### src/rtl/m_stage_pipe_reg.sv
// E->M pipeline register for the five-stage MIPS core: valid/ready on both sides,
// synchronous flush, optional one-entry skid buffer so in_ready can be registered.
module m_stage_pipe_reg #(
    parameter int unsigned     DATA_W = 32,
    parameter int unsigned     PC_W   = 32,
    parameter int unsigned     REG_W  = 5,
    parameter int unsigned     SKID   = 1,
    parameter logic [PC_W-1:0] PC_RST = '0
) (
    input  logic              clk,
    input  logic              reset,
    input  logic              flush,
    input  logic              in_valid,
    output logic              in_ready,
    input  logic [31:0]       Instr_E,
    input  logic [PC_W-1:0]   PC_E,
    input  logic [DATA_W-1:0] ALUOutE,
    input  logic [DATA_W-1:0] WriteDataE,
    input  logic [REG_W-1:0]  WriteRegE,
    output logic              out_valid,
    input  logic              out_ready,
    output logic [31:0]       Instr_M,
    output logic [PC_W-1:0]   PC_M,
    output logic [DATA_W-1:0] ALUOutM,
    output logic [DATA_W-1:0] WriteDataM,
    output logic [REG_W-1:0]  WriteRegM,
    output logic [1:0]        occupancy
);

    localparam int unsigned PW = 32 + PC_W + 2 * DATA_W + REG_W;
    // An empty entry reads as a nop at PC_RST, so M needs no valid gating.
    localparam logic [PW-1:0] BUBBLE = {32'd0, PC_RST, {(2 * DATA_W + REG_W){1'b0}}};

    typedef enum logic [1:0] {
        ST_EMPTY,
        ST_FULL,
        ST_SKID
    } state_t;

    state_t        state, stateNext;
    logic [PW-1:0] mainQ, mainD, skidQ, skidD, inPayload;
    logic          mainValid, skidValid, xferIn, xferOut;

    assign inPayload = {Instr_E, PC_E, ALUOutE, WriteDataE, WriteRegE};
    assign mainValid = (state != ST_EMPTY);
    assign skidValid = (state == ST_SKID);
    assign xferIn    = in_valid & in_ready;
    assign xferOut   = mainValid & out_ready;

    generate
        if (SKID != 0) begin : gReadyReg
            assign in_ready = ~skidValid;
        end else begin : gReadyComb
            assign in_ready = ~mainValid | out_ready;
        end
    endgenerate

    always_ff @(posedge clk or posedge reset) begin
        if (reset) begin
            state <= ST_EMPTY;
            mainQ <= BUBBLE;
            skidQ <= BUBBLE;
        end else begin
            state <= stateNext;
            mainQ <= mainD;
            skidQ <= skidD;
        end
    end

    always_comb begin
        stateNext = state;
        mainD     = mainQ;
        skidD     = skidQ;
        if (flush) begin
            stateNext = ST_EMPTY;
            mainD     = BUBBLE;
            skidD     = BUBBLE;
        end else begin
            case (state)
                ST_EMPTY: begin
                    if (xferIn) begin
                        stateNext = ST_FULL;
                        mainD     = inPayload;
                    end
                end
                ST_FULL: begin
                    if (xferIn && xferOut) begin
                        mainD = inPayload;
                    end else if (xferOut) begin
                        stateNext = ST_EMPTY;
                        mainD     = BUBBLE;
                    end else if (xferIn && (SKID != 0)) begin
                        stateNext = ST_SKID;
                        skidD     = inPayload;
                    end
                end
                ST_SKID: begin
                    if (xferOut) begin
                        stateNext = ST_FULL;
                        mainD     = skidQ;
                        skidD     = BUBBLE;
                    end
                end
                default: begin
                    stateNext = ST_EMPTY;
                    mainD     = BUBBLE;
                    skidD     = BUBBLE;
                end
            endcase
        end
    end

    assign {Instr_M, PC_M, ALUOutM, WriteDataM, WriteRegM} = mainQ;
    assign out_valid = mainValid;
    assign occupancy = {1'b0, mainValid} + {1'b0, skidValid};

endmodule

### config.mk
export PLATFORM = sky130hd
export DESIGN_NAME = m_stage_pipe_reg
export DESIGN_NICKNAME = d
export VERILOG_FILES = /design/src/rtl/m_stage_pipe_reg.sv
export SDC_FILE = /design/constraint.sdc
export NUM_CORES = 1
export LEC_CHECK = 0
export CORE_ASPECT_RATIO = 0.8
export CORE_UTILIZATION = 55
export CTS_CLUSTER_SIZE = 10
export DETAILED_ROUTE_END_ITERATION = 6
export DONT_BUFFER_PORTS = 1
export MAX_ROUTING_LAYER = met4
export PLACE_DENSITY = 0.8
export RECOVER_POWER = 100
export SLEW_MARGIN = 40
export SYNTH_ARGS = -nofsm -noshare
export SYNTH_HDL_FRONTEND = slang
export SYNTH_SLANG_ARGS = --single-unit
### constraint.sdc
create_clock -name clk -period 11.25 [get_ports clk]
set_input_delay 1.6875 -clock clk [delete_from_list [all_inputs] [get_ports clk]]
set_output_delay 1.6875 -clock clk [all_outputs]
set_load 0.03 [all_outputs]
; ---- Word-level counts from Yosys, hierarchy flattened
; Cells that the tools add are included.
[totals]
register_bits = 268
input_bits = 138
output_inout_bits = 137
[op_classes]
add_sub_neg = 1
n_eq_ne = 10
n_mux = 17
bitwise_logic = 3
reduce_logical = 6
[op_table]
columns = operator, count
row1 = 133-bit two-way mux, 8
row2 = 133-bit one-hot mux with 3 select lines, 2
row3 = 2-bit two-way mux, 6
row4 = 3-bit != test (second input constant), 4
row5 = 4-bit != test (second input constant), 2
row6 = 2-bit one-hot mux with 3 select lines, 1
row7 = 5-bit AND reduction, 1
row8 = 4-bit AND reduction, 1
row9 = 3-bit by 2-bit != test with 1-bit output (second input constant), 1
row10 = 3-bit AND reduction, 1
row11 = 1-bit by 1-bit adder with 2-bit output, 1
row12 = 1-bit bitwise AND, 2
row13 = 2-bit by 1-bit equality test with 1-bit output (second input constant), 1
row14 = 2-bit equality test (second input constant), 1
row15 = 2-bit logical NOT, 1
row16 = 2-bit != test (second input constant), 1
row17 = 2-bit nonzero test, 1
row18 = 1-bit logical AND, 1
row19 = 1-bit inverter, 1

; ---- Longest topological paths before layout
[depth]
depth_word = 8
depth_mapped = 8
mapped_depth_nobuf = 4

; ---- Worst setup path after synthesis
; Ideal clock, no wire load.
[synth_path]
path_type = register -> output
from = register state[1]
to = output out_valid
arrival_ps = 1372
path_slack_ps = 8191
stages_incl_launch_ff = 6
n_path_buf = 4
path_cell_list = dfrtp_1 -> buf_4 -> buf_4 -> buf_4 -> buf_2 -> or2_2
[synth_via]
elab_chain_cells = 1
[synth_lines]
columns = element, line_no
row1 = start: declaration, 40  ; state_t state, stateNext;
row2 = start signal: assignment, 64  ; state <= stateNext;
row3 = 2-bit nonzero test, 45  ; assign mainValid = (state != ST_EMPTY);
row4 = end: declaration, 20  ; output logic out_valid,
; No other way between the ends.

; ---- Final worst setup path
[layout_path]
from = register state[0]
to = register skidQ[83]
[layout_via]
elab_chain_cells = 6
[layout_lines]
columns = element, line_no
row1 = 2-bit equality test, "46, 79"
row2 = 1-bit inverter, 52  ; assign in_ready = ~skidValid;
row3 = 1-bit bitwise AND, 47  ; assign xferIn = in_valid & in_ready;
row4 = 1-bit logical AND, 87  ; if (xferIn && xferOut) begin
row5 = 3-bit != test (no source line), n/a
row6 = 5-bit AND reduction (no source line), n/a
row7 = end signal: assignment, 66  ; skidQ <= skidD;
row8 = end: declaration, 41  ; logic [PW-1:0] mainQ, mainD, skidQ, skidD, inPayload;
; Parallel ways exist; a longest one is shown, timed or not.
; A chain may end at the register's enable or synchronous reset.

==> metrics.txt <==
# TYPE chip_impl_metric gauge
chip_impl_info{name="cts.root.buffer_cell",value="clkbuf_16"} 1
chip_impl_info{name="reg2reg_from",value="state[0]"} 1
chip_impl_metric{name="number_of_antenna_cells_inserted",unit=""} 0
chip_impl_info{name="r2r_endpoint",value="skidQ[83]"} 1
chip_impl_metric{name="grt_usage",unit=""} 0.267
chip_impl_metric{name="route.detailed.vias_per_inst",unit=""} 6.25
chip_impl_info{name="worstHoldPathType",value="flop to flop"} 1
chip_impl_metric{name="hold_depth",unit=""} 2
chip_impl_info{name="crit_path_cell_trace",value="nor2b_1 -> nor2b_4 -> clkbuf_1 -> clkbuf_1 -> nand2_1 -> mux2i_1"} 1
chip_impl_metric{name="post_cts_resized",unit=""} 0
chip_impl_metric{name="grt_pass1_vias",unit=""} 9451
chip_impl_metric{name="reg2reg_depth",unit=""} 6
chip_impl_metric{name="worstSkewPairLatency",unit="ns"} 0.54
chip_impl_metric{name="detailedPlace.worstSlack",unit="ns"} 7.45
chip_impl_info{name="post_synth_most_frequent_cells",value="dfrtp_1, mux2i_1, inv_1, nand2_1"} 1
chip_impl_metric{name="maximum_clock_rate",unit="MHz"} 141
chip_impl_metric{name="yosys.area.top_type_share",unit=""} 0.496
chip_impl_metric{name="cts_post_setup_buffers_inserted",unit=""} 0
chip_impl_metric{name="std_cell_rows",unit=""} 50
chip_impl_metric{name="final_layout_size_suffix_gt1_frac",unit=""} 0.0447
chip_impl_info{name="run_status",value="complete, but fails checks"} 1
chip_impl_info{name="tritoncts_clock_tree",value="yes"} 1
chip_impl_metric{name="timing.critical_path.arrival",unit="ns"} 7.55
chip_impl_metric{name="place.gp.congestion",unit=""} 0.792
chip_impl_metric{name="finalCriticalPeriod",unit="ns"} 7.11
chip_impl_metric{name="grt_antenna_before_repair",unit=""} 0
chip_impl_metric{name="detailedRoute.firstIterationViolations",unit=""} 692
chip_impl_metric{name="dieHeight",unit="microns"} 142
chip_impl_metric{name="dr_total_vias",unit=""} 9081
chip_impl_metric{name="post-route-drc-count",unit=""} 0
chip_impl_info{name="worst-setup-path-type",value="flop to flop"} 1
chip_impl_info{name="worst_setup_path_end_kind",value="flop"} 1
chip_impl_metric{name="dr.pass1.iters",unit=""} 5
chip_impl_metric{name="fp.dieW",unit="microns"} 177
chip_impl_metric{name="drv_slew",unit=""} 494
chip_impl_metric{name="yosysSeqAreaShare",unit=""} 0.496
chip_impl_metric{name="worst_slew_margin_relative_to_its_limit",unit=""} -3.07
chip_impl_metric{name="async_reset_ff_frac",unit=""} 1.00
chip_impl_metric{name="clk_transition_reported_paths",unit="ns"} 0.06
chip_impl_metric{name="clock_path_buffers",unit=""} 3
chip_impl_info{name="synth_top_flop_cell",value="dfrtp_1"} 1
chip_impl_metric{name="buffer_ports.inserted",unit=""} 0
chip_impl_metric{name="fillers",unit=""} 1901
chip_impl_info{name="timing.critical_path.slowest_stage_cell",value="clkbuf_1"} 1
chip_impl_metric{name="antenna_violating_nets_post_route",unit=""} 0
chip_impl_metric{name="final.setup.worst_slack",unit="ns"} 4.14
chip_impl_metric{name="core-area",unit="sq um"} 23800
chip_impl_metric{name="cp.depth",unit=""} 6
chip_impl_metric{name="drv_cap",unit=""} 7
chip_impl_info{name="synth_area_leaders",value="dfrtp_1, mux2i_1, a22o_1, o2bb2ai_1, inv_1"} 1
chip_impl_metric{name="die_footprint",unit="sq um"} 25200
chip_impl_metric{name="wl",unit="microns"} 32800
chip_impl_metric{name="mapped_area",unit="sq um"} 13500
chip_impl_metric{name="synth-seq-cells",unit=""} 268
chip_impl_metric{name="static-leakage-power",unit="nW"} 6.11
chip_impl_info{name="synth_area_leader_cell",value="dfrtp_1"} 1
chip_impl_metric{name="wire_length_of_the_first_global_routing_pass",unit="microns"} 51800
chip_impl_metric{name="reg2reg_slack",unit="ns"} 4.14
chip_impl_metric{name="worst-path-buf-inv",unit=""} 2
chip_impl_info{name="nature_of_the_critical_path_startpoint",value="flop"} 1
chip_impl_metric{name="initial_core_util",unit=""} 0.568
chip_impl_info{name="rsz_0062_raised_after_global_routing",value="false"} 1
chip_impl_info{name="worst_hold_startpoint",value="skidQ[61]"} 1
chip_impl_metric{name="synth.distinct_cells",unit=""} 23
chip_impl_metric{name="cts.htree.levels",unit=""} 1
chip_impl_metric{name="design.portCount",unit=""} 275
chip_impl_metric{name="ir_worst_vdd",unit="mV"} 0.104
chip_impl_metric{name="finalSetupTns",unit="ns"} 0
chip_impl_info{name="critPathMostFrequentCell",value="clkbuf_1"} 1
chip_impl_metric{name="grt_remaining_overflow",unit=""} 0
chip_impl_info{name="crit_family",value="buffers and inverters"} 1
chip_impl_metric{name="postLayoutCoreUtil",unit=""} 0.601
chip_impl_metric{name="synthesis.yosys.warnings",unit=""} 0
chip_impl_metric{name="postCtsHoldBufs",unit=""} 0
chip_impl_metric{name="synth_cells",unit=""} 1195
chip_impl_metric{name="fin_nets",unit=""} 1277
chip_impl_metric{name="wl_per_cell",unit="microns"} 22.6
chip_impl_metric{name="fin_skew",unit="ns"} 0.0102
chip_impl_info{name="violations",value="max-capacitance violations, max-slew violations"} 1
chip_impl_metric{name="power-per-cell-area",unit="nW/um^2"} 159
chip_impl_metric{name="cp.required",unit="ns"} 11.69
chip_impl_metric{name="hold_violation_count_in_the_final_report",unit=""} 0
chip_impl_metric{name="setup-violations-final",unit=""} 0
chip_impl_metric{name="largest_driver_fanout_on_the_critical_path",unit=""} 72
chip_impl_metric{name="critical-path-max-stage-delay",unit="ns"} 2.58
chip_impl_metric{name="hpwl_dp",unit="microns"} 19200
chip_impl_metric{name="synth-edff-count",unit=""} 0
chip_impl_metric{name="syn-num-nets",unit=""} 1333
chip_impl_metric{name="measured_slew_at_the_worst_slew_check_pin",unit="ns"} 6.08
chip_impl_info{name="worst_hold_path.endpoint",value="skidQ[61]"} 1
chip_impl_metric{name="finalCritPeriodShare",unit=""} 0.632
chip_impl_metric{name="layout-area-overhead-vs-synth",unit="%"} 5.68
chip_impl_metric{name="cts-buffers-inserted",unit=""} 30
chip_impl_metric{name="avgSynthCellArea",unit="sq um"} 11.3
chip_impl_metric{name="cts.sink_count",unit=""} 268
chip_impl_info{name="most_instantiated_library_cell_after_synthesis",value="dfrtp_1"} 1
chip_impl_metric{name="grt_max_degree",unit=""} 130
-- where the power goes --
group	leakage, nW	total [mW]	internal, mW	switching [mW]
Sequential	3.64	1.16	1.03	0.134
Combinational	2.08	0.268	0.112	0.156
Clock	0.387	0.843	0.483	0.360
Total	6.11	2.27	1.62	0.650
-- routing by layer --
metal  track usage  part of all wire  routed length (microns)
met1         0.334              0.42                    13900
met2         0.422              0.47                    15400
met3        0.0726             0.079                     2610
met4        0.0801             0.027                      875
met5             -                 0                        0
-- layout by cell type, fill, tap and decap left out, drive strengths merged --
cell type and count:
or2 1, inv 134, buf 12, o2bb2ai 133
a22o 133, nand2b 1, a2bb2oi 1, nand2 134
clkbuf 40, nor3 1, or3b 1, mux2i 268
o22a 1, nor2b 3, clkinvlp 1, dfrtp 268
a21oi 2, nor2 8
-- cell type report --
type	count	area, sq um	share of cell area
flip-flops and latches	268	6710	0.470
multi-input cells	687	5650	0.396
clock buffers	35	791	0.0554
inverters	135	508	0.0356
well taps	312	390	0.0273
repair buffers	17	229	0.0160
-- worst min-delay path, cell delays in order (launching register included) --
cell and delay [ns]:
dfrtp_1 0.37, inv_1 0.05, mux2i_1 0.05
-- through the flow --
stage	cell area [sq um]	hold WS [ns]	cells	power, mW
2_1_floorplan	13500	0.497	1195	1.38
3_3_place_gp	13400	0.507	1414	1.43
3_5_place_dp	13500	0.512	1418	1.44
4_1_cts	14300	0.521	1453	2.29
5_1_grt	14300	0.531	1454	2.36
6_report	14300	0.516	1454	2.27
-- how the worst max path moves through the flow --
stage / end / start
4_1_cts: out_valid / state[1]
3_3_place_gp: mainQ[69] / in_valid
6_report: skidQ[83] / state[0]
5_1_grt: skidQ[83] / state[0]
3_5_place_dp: mainQ[86] / out_ready
2_1_floorplan: mainQ[0] / reset
-- flip-flops by register name, indices dropped and copies added, names as in the netlist --
register / cells
mainQ: 133
skidQ: 133
state: 2
-- cells by family after synthesis --
family / after synthesis / synth area share
muxes: 268 / 0.199
and+or+nand+nor: 149 / 0.0446
DFF: 268 / 0.496
AOI/OAI and AO/OA: 270 / 0.175
buffers and inverters: 240 / 0.0855
Note: power is estimated with default switching activity, not from simulation.
